## src/rtl/tiny16_intc_pkg.sv

```systemverilog
// rtl/tiny16_intc_pkg.sv - shared constants, FSM encoding and helpers for tiny16_intc
//
// Purpose : register window offsets, default base address, source count,
//           FSM state encoding and the fixed-priority encoder used by the
//           interrupt controller and its sub-module.
// Ports   : none (package).

package tiny16_intc_pkg;

    localparam logic [15:0] DEFAULT_BASE = 16'hFF00;
    localparam int          IRQ_LINES    = 8;

    // Word offsets inside the 4-word register window.
    localparam logic [1:0] OFS_PENDING = 2'd0;
    localparam logic [1:0] OFS_MASK    = 2'd1;
    localparam logic [1:0] OFS_CAUSE   = 2'd2;
    localparam logic [1:0] OFS_MODE    = 2'd3;

    // Request FSM; plain vector constants keep the encoding visible in
    // waveforms and compatible with older tooling.
    typedef logic [1:0] state_t;
    localparam logic [1:0] ST_IDLE    = 2'd0;
    localparam logic [1:0] ST_REQ     = 2'd1;
    localparam logic [1:0] ST_SERVICE = 2'd2;

    // Index of the lowest set bit; bit 0 is the highest priority source.
    // Returns 0 for an all-zero vector, callers qualify with a non-zero test.
    function automatic logic [2:0] lowest_set(input logic [7:0] v);
        logic [2:0] id;
        id = 3'd0;
        for (int i = 7; i >= 0; i--) begin
            if (v[i]) begin
                id = 3'(i);
            end
        end
        return id;
    endfunction

endpackage

```

## src/rtl/tiny16_intc_if.sv

```systemverilog
// rtl/tiny16_intc_if.sv - CPU register bus between the CPU and tiny16_intc
//
// Purpose : groups the CPU-side register access signals.
// Signals : address  - CPU bus address
//           data_in  - CPU write data (CPU data_out)
//           rd       - read strobe, active-low
//           wr       - write strobe, active-low
//           data_out - register read data, 0 when not selected for read
//           sel      - 1 when address falls in the register window
// Modports: master (CPU side), slave (interrupt controller side).

interface tiny16_intc_if;

    logic [15:0] address;
    logic [15:0] data_in;
    logic        rd;
    logic        wr;
    logic [15:0] data_out;
    logic        sel;

    modport master (
        output address,
        output data_in,
        output rd,
        output wr,
        input  data_out,
        input  sel
    );

    modport slave (
        input  address,
        input  data_in,
        input  rd,
        input  wr,
        output data_out,
        output sel
    );

endinterface

```

## src/rtl/tiny16_irq_sync.sv

```systemverilog
// rtl/tiny16_irq_sync.sv - per-line 2-flop synchronizer plus rising-edge detector
//
// Purpose : brings one asynchronous interrupt line into the clk domain and
//           flags a synchronized 0->1 transition for one cycle.
// Ports   : clk       - system clock
//           reset     - synchronous, active-high reset
//           irq_async - raw asynchronous interrupt line
//           level     - synchronized level (second synchronizer flop)
//           rise      - 1 for one cycle after a synchronized 0->1 transition

module tiny16_irq_sync (
    input  logic clk,
    input  logic reset,
    input  logic irq_async,
    output logic level,
    output logic rise
);

    logic meta_q;
    logic sync_q;
    logic dly_q;

    always_ff @(posedge clk) begin
        if (reset) begin
            meta_q <= 1'b0;
            sync_q <= 1'b0;
            dly_q  <= 1'b0;
        end else begin
            meta_q <= irq_async;
            sync_q <= meta_q;
            dly_q  <= sync_q;
        end
    end

    assign level = sync_q;
    assign rise  = sync_q & ~dly_q;

endmodule

```

## src/rtl/tiny16_intc.sv

```systemverilog
// rtl/tiny16_intc.sv - 8-source prioritized interrupt controller for the tiny16 CPU
//
// Purpose : synchronizes 8 interrupt lines, latches them in PENDING
//           (edge or level per MODE), gates them with MASK and drives a
//           registered request to the CPU through an IDLE/REQ/SERVICE FSM.
//           CAUSE reports the winning source while it is being serviced.
// Ports   : clk          - system clock
//           reset        - synchronous, active-high reset
//           irq          - asynchronous interrupt sources, bit 0 highest priority
//           bus          - CPU register bus (slave side): address, data_in,
//                          rd, wr in; data_out, sel out
//           interrupt    - registered interrupt request to the CPU
//           in_interrupt - CPU in-service flag
// Registers (word offset from BASE):
//           0 PENDING W1C, 1 MASK RW, 2 CAUSE RO {valid,12'b0,id}, 3 MODE RW

module tiny16_intc
    import tiny16_intc_pkg::*;
#(
    parameter logic [15:0] BASE      = DEFAULT_BASE,
    parameter int          IRQ_COUNT = IRQ_LINES
) (
    input  logic                 clk,
    input  logic                 reset,
    input  logic [IRQ_COUNT-1:0] irq,
    tiny16_intc_if.slave         bus,
    output logic                 interrupt,
    input  logic                 in_interrupt
);

    logic [IRQ_COUNT-1:0] irq_level;
    logic [IRQ_COUNT-1:0] irq_rise;

    logic [IRQ_COUNT-1:0] pending;
    logic [IRQ_COUNT-1:0] pending_d;
    logic [IRQ_COUNT-1:0] mask;
    logic [IRQ_COUNT-1:0] mode;
    logic                 cause_valid;
    logic [2:0]           cause_id;

    state_t               state;
    logic                 in_int_q;

    logic [15:0]          ofs;
    logic [1:0]           reg_idx;
    logic                 we;
    logic                 re;

    logic [IRQ_COUNT-1:0] w1c;
    logic [IRQ_COUNT-1:0] mode_chg;
    logic [IRQ_COUNT-1:0] pm;
    logic [2:0]           win_id;
    logic                 in_rise;
    logic                 in_fall;
    logic                 enter_service;
    logic [IRQ_COUNT-1:0] svc_clr;

    logic                 unused_data_hi;

    for (genvar i = 0; i < IRQ_COUNT; i++) begin : g_sync
        tiny16_irq_sync u_sync (
            .clk       (clk),
            .reset     (reset),
            .irq_async (irq[i]),
            .level     (irq_level[i]),
            .rise      (irq_rise[i])
        );
    end

    // Subtracting BASE first lets an unaligned BASE decode correctly.
    assign ofs     = bus.address - BASE;
    assign bus.sel = (ofs[15:2] == 14'd0);
    assign reg_idx = ofs[1:0];
    assign we      = ~bus.wr & bus.sel;
    assign re      = ~bus.rd & bus.sel;

    assign unused_data_hi = ^bus.data_in[15:IRQ_COUNT];

    always_comb begin
        bus.data_out = 16'h0000;
        if (re) begin
            case (reg_idx)
                OFS_PENDING: bus.data_out = {{(16-IRQ_COUNT){1'b0}}, pending};
                OFS_MASK:    bus.data_out = {{(16-IRQ_COUNT){1'b0}}, mask};
                OFS_CAUSE:   bus.data_out = {cause_valid, 12'd0, cause_id};
                OFS_MODE:    bus.data_out = {{(16-IRQ_COUNT){1'b0}}, mode};
                default:     bus.data_out = 16'h0000;
            endcase
        end
    end

    always_comb begin
        w1c      = '0;
        mode_chg = '0;
        if (we && reg_idx == OFS_PENDING) begin
            w1c = bus.data_in[IRQ_COUNT-1:0];
        end
        if (we && reg_idx == OFS_MODE) begin
            mode_chg = bus.data_in[IRQ_COUNT-1:0] ^ mode;
        end
    end

    assign pm            = pending & mask;
    assign win_id        = lowest_set(pm);
    assign in_rise       = in_interrupt & ~in_int_q;
    assign in_fall       = ~in_interrupt & in_int_q;
    assign enter_service = (state == ST_REQ) && in_rise && (pm != '0);
    assign svc_clr       = enter_service ? ({{(IRQ_COUNT-1){1'b0}}, 1'b1} << win_id) : '0;

    // Per-bit PENDING update. A MODE change discards stale state for that
    // line; in edge mode a fresh edge beats any clear in the same cycle;
    // in level mode the bit simply mirrors the synchronized line.
    always_comb begin
        pending_d = pending;
        for (int i = 0; i < IRQ_COUNT; i++) begin
            if (mode_chg[i]) begin
                pending_d[i] = 1'b0;
            end else if (mode[i]) begin
                if (irq_rise[i]) begin
                    pending_d[i] = 1'b1;
                end else if (svc_clr[i] || w1c[i]) begin
                    pending_d[i] = 1'b0;
                end
            end else begin
                pending_d[i] = irq_level[i];
            end
        end
    end

    always_ff @(posedge clk) begin
        if (reset) begin
            pending <= '0;
            mask    <= '0;
            mode    <= '0;
        end else begin
            pending <= pending_d;
            if (we && reg_idx == OFS_MASK) begin
                mask <= bus.data_in[IRQ_COUNT-1:0];
            end
            if (we && reg_idx == OFS_MODE) begin
                mode <= bus.data_in[IRQ_COUNT-1:0];
            end
        end
    end

    always_ff @(posedge clk) begin
        if (reset) begin
            state       <= ST_IDLE;
            interrupt   <= 1'b0;
            cause_valid <= 1'b0;
            cause_id    <= 3'd0;
            in_int_q    <= 1'b0;
        end else begin
            in_int_q <= in_interrupt;
            case (state)
                ST_IDLE: begin
                    if (pm != '0) begin
                        state     <= ST_REQ;
                        interrupt <= 1'b1;
                    end
                end
                ST_REQ: begin
                    // Request withdrawn (masked or cleared) before the CPU took it.
                    if (pm == '0) begin
                        state     <= ST_IDLE;
                        interrupt <= 1'b0;
                    end else if (in_rise) begin
                        state       <= ST_SERVICE;
                        interrupt   <= 1'b0;
                        cause_valid <= 1'b1;
                        cause_id    <= win_id;
                    end
                end
                ST_SERVICE: begin
                    // Returning to IDLE first guarantees at least one idle
                    // cycle before the next request is raised.
                    if (in_fall) begin
                        state       <= ST_IDLE;
                        cause_valid <= 1'b0;
                    end
                end
                default: begin
                    state     <= ST_IDLE;
                    interrupt <= 1'b0;
                end
            endcase
        end
    end

endmodule

```

## src/flat_wrapper.sv

```systemverilog
// flat-port wrapper written by rule: the top's interface ports become plain ports
module tiny16_intc_flat import tiny16_intc_pkg::*;
#(
    parameter logic [15:0] BASE      = DEFAULT_BASE,
    parameter int          IRQ_COUNT = IRQ_LINES
)
  (clk, reset, irq, interrupt, in_interrupt, bus_address, bus_data_in, bus_rd, bus_wr, bus_data_out, bus_sel);
  tiny16_intc_if bus_i ();
  input  logic clk;
  input  logic reset;
  input  logic [IRQ_COUNT-1:0] irq;
  output logic interrupt;
  input  logic in_interrupt;
  input wire logic [$bits(bus_i.address)-1:0] bus_address;
  input wire logic [$bits(bus_i.data_in)-1:0] bus_data_in;
  input wire logic [$bits(bus_i.rd)-1:0] bus_rd;
  input wire logic [$bits(bus_i.wr)-1:0] bus_wr;
  output wire logic [$bits(bus_i.data_out)-1:0] bus_data_out;
  output wire logic [$bits(bus_i.sel)-1:0] bus_sel;
  assign bus_i.address = bus_address;
  assign bus_i.data_in = bus_data_in;
  assign bus_i.rd = bus_rd;
  assign bus_i.wr = bus_wr;
  assign bus_data_out = bus_i.data_out;
  assign bus_sel = bus_i.sel;
  tiny16_intc #(.BASE(BASE), .IRQ_COUNT(IRQ_COUNT)) u_core (.clk(clk), .reset(reset), .irq(irq), .bus(bus_i), .interrupt(interrupt), .in_interrupt(in_interrupt));
endmodule
```

## config.mk

```make
export PLATFORM = sky130hd
export DESIGN_NAME = tiny16_intc_flat
export DESIGN_NICKNAME = d
export VERILOG_FILES = /design/src/rtl/tiny16_intc_pkg.sv /design/src/rtl/tiny16_intc_if.sv /design/src/rtl/tiny16_irq_sync.sv /design/src/rtl/tiny16_intc.sv /design/src/flat_wrapper.sv
export SDC_FILE = /design/constraint.sdc
export NUM_CORES = 1
export LEC_CHECK = 0
export ABC_CLOCK_PERIOD_IN_PS = 1500
export BUFFER_PORTS_ARGS = -buffer_cell sky130_fd_sc_hd__buf_2
export CAP_MARGIN = 40
export CORE_UTILIZATION = 37
export CTS_CLUSTER_DIAMETER = 60
export CTS_CLUSTER_SIZE = 24
export DETAILED_ROUTE_END_ITERATION = 8
export GPL_TIMING_DRIVEN = 0
export PLACE_DENSITY = 0.71
export RECOVER_POWER = 100
export SKIP_CTS_REPAIR_TIMING = 1
export SLEW_MARGIN = 15
export SYNTH_ARGS = -nofsm -noshare
export SYNTH_HDL_FRONTEND = slang
export SYNTH_HIERARCHICAL = 1
export SYNTH_SLANG_ARGS = --single-unit
```

## constraint.sdc

```tcl
create_clock -name clk -period 1.5 [get_ports clk]
set_input_delay 0.075 -clock clk [delete_from_list [all_inputs] [get_ports clk]]
set_output_delay 0.075 -clock clk [all_outputs]
set_load 0.1 [all_outputs]
```

==> flow_summary.html, run 1 <==
<table>
<tr><th>Metric</th><th>Value</th></tr>
<tr><th colspan="2">Run status</th></tr>
<tr><td>Result of the run</td><td>complete, but fails checks</td></tr>
<tr><td>Failing checks</td><td>negative hold slack, negative setup slack</td></tr>
<tr><th colspan="2">Detailed routing</th></tr>
<tr><td>Total vias in the final route</td><td>about 2500</td></tr>
<tr><td>DR iter-0 viols</td><td>202</td></tr>
<tr><td>Antenna Violating Nets Remaining</td><td>0</td></tr>
<tr><td>Detail-routed via count per cell</td><td>~5.1</td></tr>
<tr><td>Mean routed wirelength per cell</td><td>~14 µm</td></tr>
<tr><td>First drt pass iteration count</td><td>5</td></tr>
<tr><td>Drc violations</td><td>0</td></tr>
<tr><td>Total routed wirelength</td><td>about 7000 µm</td></tr>
<tr><th colspan="2">Timing</th></tr>
<tr><td>Least-Margin Pin Slew</td><td>0.614 ns</td></tr>
<tr><td>Final worst-path cycle share</td><td>1.21</td></tr>
<tr><td>Unrepaired setup endpoints after global routing</td><td>true</td></tr>
<tr><td>Final setup margin</td><td>-0.315 ns</td></tr>
<tr><td>Highest Clock Rate</td><td>roughly 550 MHz</td></tr>
<tr><td>Final setup fails</td><td>30</td></tr>
<tr><td>Worst setup skew after layout</td><td>0.00307 ns</td></tr>
<tr><td>Final Max Slew Viols</td><td>0</td></tr>
<tr><td>Final setup TNS</td><td>-4.11 ns</td></tr>
<tr><td>Worst rel slew slack</td><td>0.591</td></tr>
<tr><td>Final critical path time including I/O delays and setup</td><td>approximately 1.8 ns</td></tr>
<tr><td>Total count of hold-check failures in the final report</td><td>3</td></tr>
<tr><td>Hold Worst Slack</td><td>-0.0357 ns</td></tr>
<tr><th colspan="2">Min path</th></tr>
<tr><td>Hold path cells</td><td>2</td></tr>
<tr><td>Class of the most critical hold timing path</td><td>primary input to register</td></tr>
<tr><th colspan="2">Global routing</th></tr>
<tr><td>Pin count of the biggest net entering global routing</td><td>31</td></tr>
<tr><td>Total global-route track usage</td><td>0.174</td></tr>
<tr><td>Number of antenna violations at the first check in global routing</td><td>0</td></tr>
<tr><td>Global route overflow</td><td>0</td></tr>
<tr><td>Number of global-route vias before repair</td><td>about 2100</td></tr>
<tr><td>Global-route wire length before repair</td><td>10200 µm</td></tr>
<tr><th colspan="2">Synthesis</th></tr>
<tr><td>Proportion of synthesized area in mux cells</td><td>0.0909</td></tr>
<tr><td>Most common cell in the synthesized netlist</td><td>sky130_fd_sc_hd__dfxtp_1</td></tr>
<tr><td>Largest family of logic cells by synthesized area</td><td>simple AND/OR/NAND/NOR gates</td></tr>
<tr><td>Share of synthesized cell area in full adder, half adder and majority cells</td><td>0</td></tr>
<tr><td>Yosys top cell area share</td><td>0.409</td></tr>
<tr><td>Simple logic cell fraction of the synthesized area</td><td>0.304</td></tr>
<tr><td>Area share of xor/xnor cells in the synthesized design</td><td>0.0224</td></tr>
<tr><td>Most instantiated cells after synthesis</td><td>56 x sky130_fd_sc_hd__dfxtp_1, 38 x sky130_fd_sc_hd__nand2_1, 37 x sky130_fd_sc_hd__nor2_1</td></tr>
<tr><td>Library cell with the largest summed area after synthesis</td><td>sky130_fd_sc_hd__dfxtp_1</td></tr>
<tr><td>Share of the yosys chip area belonging to registers</td><td>0.409</td></tr>
<tr><td>Post-synthesis cell type count</td><td>between 40 and 50</td></tr>
<tr><td>Share of synthesized flip-flops with an asynchronous set or reset</td><td>0</td></tr>
<tr><td>Largest cells by area after synthesis</td><td>sky130_fd_sc_hd__dfxtp_1 41%, sky130_fd_sc_hd__nor2b_1 7.1%, sky130_fd_sc_hd__mux2i_1 6.2%</td></tr>
<tr><td>Complex-gate fraction of the synthesized area</td><td>0.123</td></tr>
<tr><td>Post-synthesis cell count</td><td>between 300 and 400</td></tr>
<tr><td>Number of storage elements in the synthesis netlist</td><td>56</td></tr>
<tr><td>Warnings, synthesis</td><td>6</td></tr>
<tr><td>Top FF cell, synth</td><td>sky130_fd_sc_hd__dfxtp_1</td></tr>
<tr><td>Number of flops mapped to enable cells by yosys</td><td>0</td></tr>
<tr><td>Syn Area/Cell</td><td>just under 9 µm²</td></tr>
<tr><td>Synthesized area</td><td>approximately 0.0027 mm²</td></tr>
<tr><th colspan="2">Power</th></tr>
<tr><td>Total Power Consumption</td><td>2.84 mW</td></tr>
<tr><td>Pwr Density</td><td>757 mW/mm²</td></tr>
<tr><td>Highest ir drop seen on vdd</td><td>about 0.33 mV</td></tr>
<tr><td>Total leakage power</td><td>1.47 nW</td></tr>
<tr><th colspan="2">Placed design</th></tr>
<tr><td>Placed wire-length estimate after detailed placement</td><td>between 4000 and 5000 µm</td></tr>
<tr><td>Placed instance area</td><td>around 0.0032 mm²</td></tr>
<tr><td>Placed cell count</td><td>~470</td></tr>
<tr><td>IO Port Bufs</td><td>47</td></tr>
<tr><td>Last weighted congestion value of the routability-driven placer</td><td>slightly below 0.9</td></tr>
<tr><td>Minimum setup slack after placement</td><td>-0.536 ns</td></tr>
<tr><th colspan="2">Worst setup path</th></tr>
<tr><td>Critical path fanouts, max</td><td>9</td></tr>
<tr><td>Worst r2r path cells</td><td>5</td></tr>
<tr><td>Worst setup path category</td><td>primary input to primary output</td></tr>
<tr><td>CP Data Arrival Time</td><td>between 1.5 and 2 ns</td></tr>
<tr><td>Launching element type of the critical path</td><td>primary input</td></tr>
<tr><td>Required time at the worst-slack endpoint</td><td>1.42 ns</td></tr>
<tr><td>Setup crit end kind</td><td>primary output</td></tr>
<tr><th colspan="2">Floorplanning</th></tr>
<tr><td>Core Region</td><td>about 0.007 mm²</td></tr>
<tr><td>Die ar.</td><td>around 0.0078 mm²</td></tr>
<tr><td>Width of the die</td><td>between 80 and 90 µm</td></tr>
<tr><td># IOs</td><td>63</td></tr>
<tr><td>Std cell rows</td><td>31</td></tr>
<tr><td>Effective utilization at floorplan</td><td>0.380</td></tr>
<tr><td>Die boundary height</td><td>between 80 and 90 µm</td></tr>
<tr><th colspan="2">Finish</th></tr>
<tr><td>Layout Area Growth over Synthesis</td><td>37.2%</td></tr>
<tr><td>Final cell area excluding filler cells</td><td>0.00376 mm²</td></tr>
<tr><td>Fin nets</td><td>around 440</td></tr>
<tr><td>Share of final-layout standard cells stronger than drive strength 1</td><td>0.361</td></tr>
<tr><td>Multi-input logic area</td><td>between 0.0015 and 0.002 mm²</td></tr>
<tr><td>Final cell count without fillers</td><td>492</td></tr>
<tr><td>Number of filler cells placed in the layout</td><td>~690</td></tr>
<tr><td>Antenna cell count</td><td>0</td></tr>
<tr><td>Register cell area after layout</td><td>0.00114 mm²</td></tr>
<tr><td>Final Util</td><td>0.521</td></tr>
<tr><th colspan="2">CTS</th></tr>
<tr><td>Clock latency on the worst-skew pair</td><td>between 0.3 and 0.4 ns</td></tr>
<tr><td>Number of levels the H-tree was split into</td><td>2</td></tr>
<tr><td>CTS Sinks</td><td>56</td></tr>
<tr><td>Post-CTS clock slew at the launch and capture registers of the worst setup and hold paths</td><td>around 0.1 ns</td></tr>
<tr><td>Clock buffer count from CTS</td><td>5</td></tr>
<tr><td>CTS Buffer Depth</td><td>2</td></tr>
<tr><td>Clock tree from TritonCTS</td><td>built</td></tr>
<tr><td>Buffer cell driving the clock tree root</td><td>sky130_fd_sc_hd__clkbuf_8</td></tr>
<tr><th colspan="2">Job</th></tr>
<tr><td>Max-Cap Viols</td><td>0</td></tr>
</table>
[routing by layer]
layer / track usage / up-vias / share of wire
met3: 0.0254 / 12 / 0.076
li1: - / 1235 / -
met5: 0 / - / 0
met4: 0.0557 / 0 / 0.018
met2: 0.296 / 115 / 0.46
met1: 0.227 / 1159 / 0.44
[state kept, by name (all words and copies together) (netlist names)]
| signal | cells |
|---|---|
| u_core/g_sync.u_sync/dly_q | 8 |
| u_core/state | 2 |
| u_core/g_sync.u_sync/level | 8 |
| u_core/mode | 8 |
| u_core/mask | 8 |
| u_core/interrupt | 1 |
| u_core/in_int_q | 1 |
| u_core/cause_valid | 1 |
| u_core/cause_id | 3 |
| u_core/g_sync.u_sync/meta_q | 8 |
| u_core/pending | 8 |
[area by class of cell]
class	instances	area share
inverters	8	0.00799
clock inverters	3	0.0113
repair buffers	66	0.148
plain buffers	18	0.0350
multi-input cells	237	0.444
well taps	99	0.0330
flip-flops and latches	56	0.303
clock buffers	5	0.0183
[kinds of logic after synthesis]
logic type,count (synthesis)
buffers and inverters,26
multiplexers,21
XOR/XNOR,7
AND/OR/NAND/NOR,151
other,1
flip-flops,56
AO/OA/AOI/OAI,51
[critical path, stage by stage]
cell,delay (ns)
sky130_fd_sc_hd__buf_6,0.09
sky130_fd_sc_hd__or4_4,0.56
sky130_fd_sc_hd__nor4_4,0.31
sky130_fd_sc_hd__nand2b_1,0.14
sky130_fd_sc_hd__buf_12,0.18
sky130_fd_sc_hd__nor3_4,0.19
sky130_fd_sc_hd__buf_12,0.20
[placed cells by master, fill, tap and decap left out, types with 5 or more instances in the layout]
cell type	count
sky130_fd_sc_hd__buf_2	38
sky130_fd_sc_hd__o21ai_0	5
sky130_fd_sc_hd__dfxtp_2	13
sky130_fd_sc_hd__nor2b_1	27
sky130_fd_sc_hd__dfxtp_1	43
sky130_fd_sc_hd__clkbuf_8	5
sky130_fd_sc_hd__nor2b_2	10
sky130_fd_sc_hd__nand2_2	5
sky130_fd_sc_hd__conb_1	7
sky130_fd_sc_hd__nor2_1	31
sky130_fd_sc_hd__nand3_1	7
sky130_fd_sc_hd__inv_1	8
sky130_fd_sc_hd__buf_4	16
sky130_fd_sc_hd__a21oi_1	15
sky130_fd_sc_hd__clkbuf_1	6
sky130_fd_sc_hd__buf_6	5
sky130_fd_sc_hd__nor3_1	5
sky130_fd_sc_hd__dlygate4sd3_1	5
sky130_fd_sc_hd__mux2i_1	17
sky130_fd_sc_hd__buf_12	10
sky130_fd_sc_hd__nand2_1	32
[power breakdown]
part | total, mW | internal (mW) | switching (mW)
registers | 1.54 | 1.52 | 0.0199
clock network | 1.00 | 0.495 | 0.505
logic | 0.305 | 0.115 | 0.191
total | 2.84 | 2.13 | 0.716
[worst paths after layout]
check                                                 start                                         to  slack (ns)
setup / recovery                             bus_address[2]                           bus_data_out[15]       -0.31
hold / removal                                       irq[6]  u_core/g_sync[6].u_sync/meta_q$_SDFF_PP0_       -0.04
setup reg to reg                 u_core/in_int_q$_SDFF_PP0_             u_core/pending[4]$_SDFFE_PP0P_       -0.15
hold reg to reg   u_core/g_sync[1].u_sync/meta_q$_SDFF_PP0_   u_core/g_sync[1].u_sync/level$_SDFF_PP0_        0.45
No activity file was read; power rests on OpenSTA's default activity.
==> run 2: changes to the inputs <==
--- a/config.mk
+++ b/config.mk
@@ -13,7 +13,6 @@
 export CTS_CLUSTER_SIZE = 24
 export DETAILED_ROUTE_END_ITERATION = 8
 export GPL_TIMING_DRIVEN = 0
-export PLACE_DENSITY = 0.71
 export RECOVER_POWER = 100
 export SKIP_CTS_REPAIR_TIMING = 1
 export SLEW_MARGIN = 15
==> flow_summary.html, run 2 (same netlist as run 1, synthesis figures left out) <==
<table>
<tr><th>Metric</th><th>Value</th></tr>
<tr><th colspan="2">Placed design</th></tr>
<tr><td>IO Port Bufs</td><td>47</td></tr>
<tr><td>Placed cell count</td><td>approximately 470</td></tr>
<tr><td>Placed wire-length estimate after detailed placement</td><td>~4600 µm</td></tr>
<tr><td>Placed instance area</td><td>approximately 0.0032 mm²</td></tr>
<tr><td>Last weighted congestion value of the routability-driven placer</td><td>slightly above 0.8</td></tr>
<tr><th colspan="2">Timing</th></tr>
<tr><td>Final critical path time including I/O delays and setup</td><td>~1.8 ns</td></tr>
<tr><td>Highest Clock Rate</td><td>roughly 550 MHz</td></tr>
<tr><td>Final setup fails</td><td>16</td></tr>
<tr><td>Worst setup skew after layout</td><td>around 0.0069 ns</td></tr>
<tr><td>Hold Worst Slack</td><td>-0.0101 ns</td></tr>
<tr><td>Unrepaired setup endpoints after global routing</td><td>true</td></tr>
<tr><td>Final Max Slew Viols</td><td>0</td></tr>
<tr><td>Final worst-path cycle share</td><td>1.21</td></tr>
<tr><td>Total count of hold-check failures in the final report</td><td>1</td></tr>
<tr><td>Final setup margin</td><td>-0.309 ns</td></tr>
<tr><td>Worst rel slew slack</td><td>0.596</td></tr>
<tr><td>Least-Margin Pin Slew</td><td>0.605 ns</td></tr>
<tr><th colspan="2">Global routing</th></tr>
<tr><td>Total global-route track usage</td><td>0.169</td></tr>
<tr><td>Number of global-route vias before repair</td><td>2043</td></tr>
<tr><td>Pin count of the biggest net entering global routing</td><td>31</td></tr>
<tr><td>Global-route wire length before repair</td><td>around 9900 µm</td></tr>
<tr><td>Number of antenna violations at the first check in global routing</td><td>0</td></tr>
<tr><td>Global route overflow</td><td>0</td></tr>
<tr><th colspan="2">Finish</th></tr>
<tr><td>Final cell area excluding filler cells</td><td>between 0.003 and 0.004 mm²</td></tr>
<tr><td>Number of filler cells placed in the layout</td><td>704</td></tr>
<tr><td>Highest-count cells in the layout ignoring fill and taps</td><td>49 x sky130_fd_sc_hd__dfxtp_1, 38 x sky130_fd_sc_hd__buf_2, 36 x sky130_fd_sc_hd__nand2_1, 32 x sky130_fd_sc_hd__nor2_1, 27 x sky130_fd_sc_hd__nor2b_1</td></tr>
<tr><td>Layout Area Growth over Synthesis</td><td>33.6%</td></tr>
<tr><td>Most common library cell in the layout ignoring fill and taps</td><td>sky130_fd_sc_hd__dfxtp_1</td></tr>
<tr><td>Final cell count without fillers</td><td>just under 500</td></tr>
<tr><td>Fin nets</td><td>about 430</td></tr>
<tr><td>Antenna cell count</td><td>0</td></tr>
<tr><td>Share of final-layout standard cells stronger than drive strength 1</td><td>0.310</td></tr>
<tr><th colspan="2">Detailed routing</th></tr>
<tr><td>Drc violations</td><td>0</td></tr>
<tr><td>Detail-routed via count per cell</td><td>just under 5</td></tr>
<tr><td>DR iter-0 viols</td><td>98</td></tr>
<tr><td>Total vias in the final route</td><td>2400</td></tr>
<tr><td>Total routed wirelength</td><td>roughly 6600 µm</td></tr>
<tr><td>Mean routed wirelength per cell</td><td>around 14 µm</td></tr>
<tr><td>Antenna Violating Nets Remaining</td><td>0</td></tr>
<tr><td>First drt pass iteration count</td><td>7</td></tr>
<tr><th colspan="2">Worst setup path</th></tr>
<tr><td>Destination of the worst register-to-register timing path</td><td>u_core/cause_id[0]$_SDFFE_PP0P_</td></tr>
<tr><td>Setup crit end kind</td><td>primary output</td></tr>
<tr><td>Capturing instance or port of the critical path</td><td>bus_data_out[15]</td></tr>
<tr><td>Required time at the worst-slack endpoint</td><td>roughly 1.4 ns</td></tr>
<tr><td>Launching element type of the critical path</td><td>primary input</td></tr>
<tr><td>Worst setup path category</td><td>primary input to primary output</td></tr>
<tr><td>Setup slack on the worst flop-to-flop path</td><td>-0.19 ns</td></tr>
<tr><td>CP Data Arrival Time</td><td>1.73 ns</td></tr>
<tr><td>Launch instance of the worst register-to-register path</td><td>u_core/pending[5]$_SDFFE_PP0P_</td></tr>
<tr><td>Worst r2r path cells</td><td>6</td></tr>
<tr><td>Critical path fanouts, max</td><td>5</td></tr>
<tr><td>Crit. Startpoint</td><td>bus_address[7]</td></tr>
<tr><th colspan="2">CTS</th></tr>
<tr><td>Buffer cell driving the clock tree root</td><td>sky130_fd_sc_hd__clkbuf_8</td></tr>
<tr><td>Clock latency on the worst-skew pair</td><td>0.30 ns</td></tr>
<tr><td>Clock tree from TritonCTS</td><td>built</td></tr>
<tr><td>CTS Buffer Depth</td><td>2</td></tr>
<tr><td>Clock buffer count from CTS</td><td>5</td></tr>
<tr><td>CTS Sinks</td><td>between 50 and 60</td></tr>
<tr><td>Number of levels the H-tree was split into</td><td>2</td></tr>
<tr><td>Post-CTS clock slew at the launch and capture registers of the worst setup and hold paths</td><td>around 0.090 ns</td></tr>
<tr><th colspan="2">Floorplanning</th></tr>
<tr><td>Width of the die</td><td>88.1 µm</td></tr>
<tr><td>Die boundary height</td><td>just under 90 µm</td></tr>
<tr><td>Die ar.</td><td>~0.0078 mm²</td></tr>
<tr><td># IOs</td><td>63</td></tr>
<tr><td>Effective utilization at floorplan</td><td>0.380</td></tr>
<tr><td>Core Region</td><td>0.00721 mm²</td></tr>
<tr><td>Std cell rows</td><td>31</td></tr>
<tr><th colspan="2">Job</th></tr>
<tr><td>Max-Cap Viols</td><td>0</td></tr>
<tr><th colspan="2">Run status</th></tr>
<tr><td>Failing checks</td><td>negative hold slack, negative setup slack</td></tr>
<tr><td>Result of the run</td><td>complete, but fails checks</td></tr>
<tr><th colspan="2">Power</th></tr>
<tr><td>Pwr Density</td><td>725 mW/mm²</td></tr>
<tr><td>Total Power Consumption</td><td>roughly 2.7 mW</td></tr>
<tr><td>Total leakage power</td><td>between 1 and 1.5 nW</td></tr>
<tr><td>Highest ir drop seen on vdd</td><td>between 0.4 and 0.5 mV</td></tr>
<tr><th colspan="2">Min path</th></tr>
<tr><td>Class of the most critical hold timing path</td><td>primary input to register</td></tr>
<tr><td>Start point of the worst hold path</td><td>irq[0]</td></tr>
</table>
-- run 2: changes by cell type in the layout (fill, tap and decap cells not counted), moves of 3 or more --
| cell | before | now |
|---|---|---|
| sky130_fd_sc_hd__dfxtp_2 | 13 | 6 |
| sky130_fd_sc_hd__dfxtp_1 | 43 | 49 |
| sky130_fd_sc_hd__a21oi_2 | 3 | 0 |
| sky130_fd_sc_hd__nor2_4 | 2 | 5 |
| sky130_fd_sc_hd__nor2_2 | 4 | 0 |
| sky130_fd_sc_hd__nand2_2 | 5 | 2 |
| sky130_fd_sc_hd__a21oi_1 | 15 | 18 |
| sky130_fd_sc_hd__nand2_1 | 32 | 36 |
-- run 2: cell type report --
type,instances,area [µm²],area share
repair buffers,63,515,0.141
inverters,8,30.0,0.00821
clock inverters,3,18.8,0.00513
multi-input cells,237,1660,0.453
well taps,99,124,0.0338
flip-flops and latches,56,1130,0.309
plain buffers,18,111,0.0304
clock buffers,5,68.8,0.0188
-- run 2: metrics by stage --
| stage | TNS [ns] | hold WS [ns] | setup WS, ns | util |
|---|---|---|---|---|
| floorplan | -22.37 | 0.147 | -1.49 | - |
| global placement | -11.63 | 0.283 | -0.530 | 0.437 |
| detailed placement | -12.13 | 0.287 | -0.547 | 0.437 |
| CTS | -7.10 | -0.0391 | -0.552 | 0.450 |
| global route | -5.25 | 0.00174 | -0.367 | 0.507 |
| finish | -3.26 | -0.0101 | -0.309 | 0.507 |
-- run 2: routing by layer --
| layer | GRT usage | up-vias | share of wire |
|---|---|---|---|
| li1 | - | 1225 | - |
| met1 | 0.223 | 1091 | 0.44 |
| met2 | 0.283 | 79 | 0.49 |
| met3 | 0.0368 | 5 | 0.063 |
| met4 | 0.0411 | 0 | 0.0068 |
| met5 | 0 | - | 0 |
-- run 2: critical path, cell delays in order --
cell and delay [ns]:
sky130_fd_sc_hd__buf_6 0.09, sky130_fd_sc_hd__or4_4 0.57, sky130_fd_sc_hd__nor4_4 0.31, sky130_fd_sc_hd__nand2b_1 0.15, sky130_fd_sc_hd__buf_6 0.19, sky130_fd_sc_hd__nor3_4 0.15, sky130_fd_sc_hd__buf_12 0.20
-- run 2: worst min path at each step --
| stage | endpoint | slack (ns) | cells past startpoint |
|---|---|---|---|
| after global routing | u_core/g_sync[0].u_sync/meta_q$_SDFF_PP0_ | 0.002 | 2 |
| after floorplan | u_core/g_sync[0].u_sync/dly_q$_SDFF_PP0_ | 0.15 | 1 |
| final | u_core/g_sync[0].u_sync/meta_q$_SDFF_PP0_ | -0.01 | 2 |
| after CTS | u_core/g_sync[2].u_sync/meta_q$_SDFF_PP0_ | -0.04 | 2 |
| after global placement | u_core/g_sync[4].u_sync/meta_q$_SDFF_PP0_ | 0.28 | 2 |
| after detailed placement | u_core/g_sync[2].u_sync/meta_q$_SDFF_PP0_ | 0.29 | 2 |
-- run 2: power breakdown --
part | switching, mW | leakage [nW] | internal (mW)
Sequential | 0.0205 | 0.460 | 1.52
Combinational | 0.186 | 0.897 | 0.117
Clock | 0.486 | 0.0479 | 0.327
==> run 3: changes to the inputs <==
--- a/config.mk
+++ b/config.mk
@@ -14,7 +14,6 @@
 export DETAILED_ROUTE_END_ITERATION = 8
 export GPL_TIMING_DRIVEN = 0
 export RECOVER_POWER = 100
-export SKIP_CTS_REPAIR_TIMING = 1
 export SLEW_MARGIN = 15
 export SYNTH_ARGS = -nofsm -noshare
 export SYNTH_HDL_FRONTEND = slang
==> flow_summary.html, run 3 (same netlist as run 1, synthesis figures left out) <==
<table>
<tr><th>Metric</th><th>Value</th></tr>
<tr><th colspan="2">Worst setup path</th></tr>
<tr><td>Most frequent cell on the critical path</td><td>sky130_fd_sc_hd__buf_6</td></tr>
<tr><td>Kind of cell adding the most delay to the critical path</td><td>simple AND/OR/NAND/NOR gates</td></tr>
<tr><td>Crit. Startpoint</td><td>bus_address[7]</td></tr>
<tr><td>Setup crit end kind</td><td>primary output</td></tr>
<tr><td>Longest individual stage delay on the worst path</td><td>~0.55 ns</td></tr>
<tr><td>Cell with the largest stage delay on the worst path</td><td>sky130_fd_sc_hd__or4_4</td></tr>
<tr><td>Number of buffer and inverter stages on the critical path</td><td>3</td></tr>
<tr><td>Worst setup path category</td><td>primary input to primary output</td></tr>
<tr><td>Launching element type of the critical path</td><td>primary input</td></tr>
<tr><td>Required time at the worst-slack endpoint</td><td>between 1 and 1.5 ns</td></tr>
<tr><td>Launch instance of the worst register-to-register path</td><td>u_core/mask[0]$_SDFFE_PP0P_</td></tr>
<tr><td>CP Data Arrival Time</td><td>1.56 ns</td></tr>
<tr><td>Critical path fanouts, max</td><td>5</td></tr>
<tr><td>Crit path cell chain</td><td>buf_6, or4_4, nor4_4, nand2b_1, buf_6, nor3_4, buf_12</td></tr>
<tr><th colspan="2">Detailed routing</th></tr>
<tr><td>Antenna Violating Nets Remaining</td><td>0</td></tr>
<tr><td>Drc violations</td><td>0</td></tr>
<tr><td>Total routed wirelength</td><td>just under 7000 µm</td></tr>
<tr><td>DR iter-0 viols</td><td>a little under 100</td></tr>
<tr><td>Total vias in the final route</td><td>approximately 2400</td></tr>
<tr><td>Mean routed wirelength per cell</td><td>approximately 14 µm</td></tr>
<tr><td>First drt pass iteration count</td><td>4</td></tr>
<tr><td>Detail-routed via count per cell</td><td>between 4 and 5</td></tr>
<tr><th colspan="2">CTS</th></tr>
<tr><td>CTS Buffer Depth</td><td>2</td></tr>
<tr><td>Clock tree from TritonCTS</td><td>built</td></tr>
<tr><td>Clock buffer count from CTS</td><td>5</td></tr>
<tr><td>Post-CTS clock slew at the launch and capture registers of the worst setup and hold paths</td><td>around 0.1 ns</td></tr>
<tr><td>Clock latency on the worst-skew pair</td><td>roughly 0.30 ns</td></tr>
<tr><td>CTS Sinks</td><td>56</td></tr>
<tr><td>Buffer cell driving the clock tree root</td><td>sky130_fd_sc_hd__clkbuf_8</td></tr>
<tr><td>Number of levels the H-tree was split into</td><td>2</td></tr>
<tr><th colspan="2">Floorplanning</th></tr>
<tr><td>Std cell rows</td><td>31</td></tr>
<tr><td>Effective utilization at floorplan</td><td>0.380</td></tr>
<tr><td>Core Region</td><td>slightly above 0.007 mm²</td></tr>
<tr><td>Die boundary height</td><td>88.1 µm</td></tr>
<tr><td>Die ar.</td><td>about 0.0078 mm²</td></tr>
<tr><td># IOs</td><td>63</td></tr>
<tr><td>Width of the die</td><td>around 88 µm</td></tr>
<tr><th colspan="2">Power</th></tr>
<tr><td>Cell-internal power</td><td>slightly below 2 mW</td></tr>
<tr><td>Highest ir drop seen on vdd</td><td>0.491 mV</td></tr>
<tr><td>Pwr Density</td><td>just over 700 mW/mm²</td></tr>
<tr><td>Net load switching power</td><td>699 µW</td></tr>
<tr><td>Switching share of power</td><td>0.263</td></tr>
<tr><td>Proportion of power drawn by flip-flops and latches</td><td>0.577</td></tr>
<tr><td>Power share of the clock group</td><td>0.306</td></tr>
<tr><td>Total leakage power</td><td>approximately 1.5 nW</td></tr>
<tr><td>Share of total power in combinational logic</td><td>0.116</td></tr>
<tr><th colspan="2">Timing</th></tr>
<tr><td>Worst rel slew slack</td><td>0.579</td></tr>
<tr><td>Worst setup skew after layout</td><td>0.00503 ns</td></tr>
<tr><td>Least-Margin Pin Slew</td><td>between 0.6 and 0.7 ns</td></tr>
<tr><td>Unrepaired setup endpoints after global routing</td><td>true</td></tr>
<tr><td>Final worst-path cycle share</td><td>1.09</td></tr>
<tr><td>Final Max Slew Viols</td><td>0</td></tr>
<tr><td>Final setup TNS</td><td>-1.14 ns</td></tr>
<tr><td>Highest Clock Rate</td><td>a little over 600 MHz</td></tr>
<tr><td>Final critical path time including I/O delays and setup</td><td>1.64 ns</td></tr>
<tr><td>Final setup margin</td><td>-0.136 ns</td></tr>
<tr><td>Hold Worst Slack</td><td>0.0380 ns</td></tr>
<tr><td>Total count of hold-check failures in the final report</td><td>0</td></tr>
<tr><td>Final setup fails</td><td>12</td></tr>
<tr><th colspan="2">Finish</th></tr>
<tr><td>Fin nets</td><td>about 440</td></tr>
<tr><td>Number of filler cells placed in the layout</td><td>roughly 700</td></tr>
<tr><td>Layout Area Growth over Synthesis</td><td>36.8%</td></tr>
<tr><td>Final Util</td><td>0.520</td></tr>
<tr><td>Antenna cell count</td><td>0</td></tr>
<tr><td>Most common library cell in the layout ignoring fill and taps</td><td>sky130_fd_sc_hd__dfxtp_1</td></tr>
<tr><td>Highest-count cells in the layout ignoring fill and taps</td><td>47 x sky130_fd_sc_hd__dfxtp_1, 36 x sky130_fd_sc_hd__nand2_1, 35 x sky130_fd_sc_hd__buf_2, 31 x sky130_fd_sc_hd__nor2_1, 27 x sky130_fd_sc_hd__nor2b_1</td></tr>
<tr><td>Final cell area excluding filler cells</td><td>~0.0037 mm²</td></tr>
<tr><td>Share of final-layout standard cells stronger than drive strength 1</td><td>0.341</td></tr>
<tr><th colspan="2">Global routing</th></tr>
<tr><td>Total global-route track usage</td><td>0.180</td></tr>
<tr><td>Number of antenna violations at the first check in global routing</td><td>0</td></tr>
<tr><td>Global-route wire length before repair</td><td>roughly 11000 µm</td></tr>
<tr><td>Number of global-route vias before repair</td><td>approximately 2200</td></tr>
<tr><td>Pin count of the biggest net entering global routing</td><td>31</td></tr>
<tr><td>Global route overflow</td><td>0</td></tr>
<tr><th colspan="2">Min path</th></tr>
<tr><td>Start point of the worst hold path</td><td>bus_data_in[1]</td></tr>
<tr><td>Class of the most critical hold timing path</td><td>primary input to register</td></tr>
<tr><th colspan="2">Placed design</th></tr>
<tr><td>Placed wire-length estimate after detailed placement</td><td>~4600 µm</td></tr>
<tr><td>IO Port Bufs</td><td>47</td></tr>
<tr><td>Placed instance area</td><td>about 0.0032 mm²</td></tr>
<tr><td>Last weighted congestion value of the routability-driven placer</td><td>around 0.82</td></tr>
<tr><th colspan="2">Run status</th></tr>
<tr><td>Failing checks</td><td>negative setup slack</td></tr>
<tr><td>Result of the run</td><td>complete, but fails checks</td></tr>
<tr><th colspan="2">Job</th></tr>
<tr><td>Max-Cap Viols</td><td>0</td></tr>
</table>
-- run 3: layout make-up --
class | instances | area, µm² | area share
multi-input combinational | 237 | 1700 | 0.453
clock buffer | 5 | 68.8 | 0.0184
timing repair buffer | 66 | 551 | 0.147
clock inverter | 3 | 18.8 | 0.00501
buffer | 18 | 124 | 0.0330
inverter | 8 | 30.0 | 0.00801
tap | 99 | 124 | 0.0330
sequential | 56 | 1130 | 0.303
-- run 3: worst paths after layout --
check                                                   to  slack (ns)  cells past startpoint
setup reg to reg           u_core/cause_id[2]$_SDFFE_PP0P_       -0.05                      7
setup / recovery                          bus_data_out[15]       -0.14                      7
hold / removal                 u_core/mode[1]$_SDFFE_PP0P_        0.04                      3
hold reg to reg   u_core/g_sync[1].u_sync/level$_SDFF_PP0_        0.44                      1
-- run 3: power groups by stage --
stage / sequential [mW] / clock (mW) / combinational, mW
after global placement: 1.57 / 0 / 0.283
after CTS: 1.54 / 0.849 / 0.307
final: 1.54 / 0.816 / 0.310
after floorplan: 1.57 / 0 / 0.192
after detailed placement: 1.57 / 0 / 0.286
after global routing: 1.54 / 0.915 / 0.334
-- run 3: what timing repair did --
action | in CTS | in global routing
gates resized for setup | 58 | 39
pin swaps | 5 | 10
hold buffers | 8 | 0
setup buffers | 5 | 5
hold endpoints to repair | 8 | 0
gates cloned | 1 | 0
setup endpoints to repair | 22 | 40
-- run 3: per-stage QoR --
| stage | instances | total power [mW] | setup slack [ns] |
|---|---|---|---|
| 2_1_floorplan | 319 | 1.76 | -1.49 |
| 5_1_grt | 492 | 2.79 | -0.196 |
| 4_1_cts | 487 | 2.69 | -0.249 |
| 3_5_place_dp | 465 | 1.86 | -0.547 |
| 3_3_place_gp | 465 | 1.86 | -0.530 |
| 6_report | 492 | 2.66 | -0.136 |
-- run 3: worst reg2reg max path: stages, from the launching register on --
cell                       delay (ns)
sky130_fd_sc_hd__dfxtp_4         0.38
sky130_fd_sc_hd__a22o_4          0.26
sky130_fd_sc_hd__nor4_4          0.25
sky130_fd_sc_hd__clkbuf_2        0.24
sky130_fd_sc_hd__buf_6           0.14
sky130_fd_sc_hd__nor2b_4         0.04
sky130_fd_sc_hd__nor2_1          0.08
sky130_fd_sc_hd__a211oi_1        0.05
-- run 3: per-layer routing --
layer	global-route usage	part of all wire
met3	0.0358	0.044
met5	0	0
met4	0.0411	0.0066
met1	0.235	0.47
met2	0.309	0.48
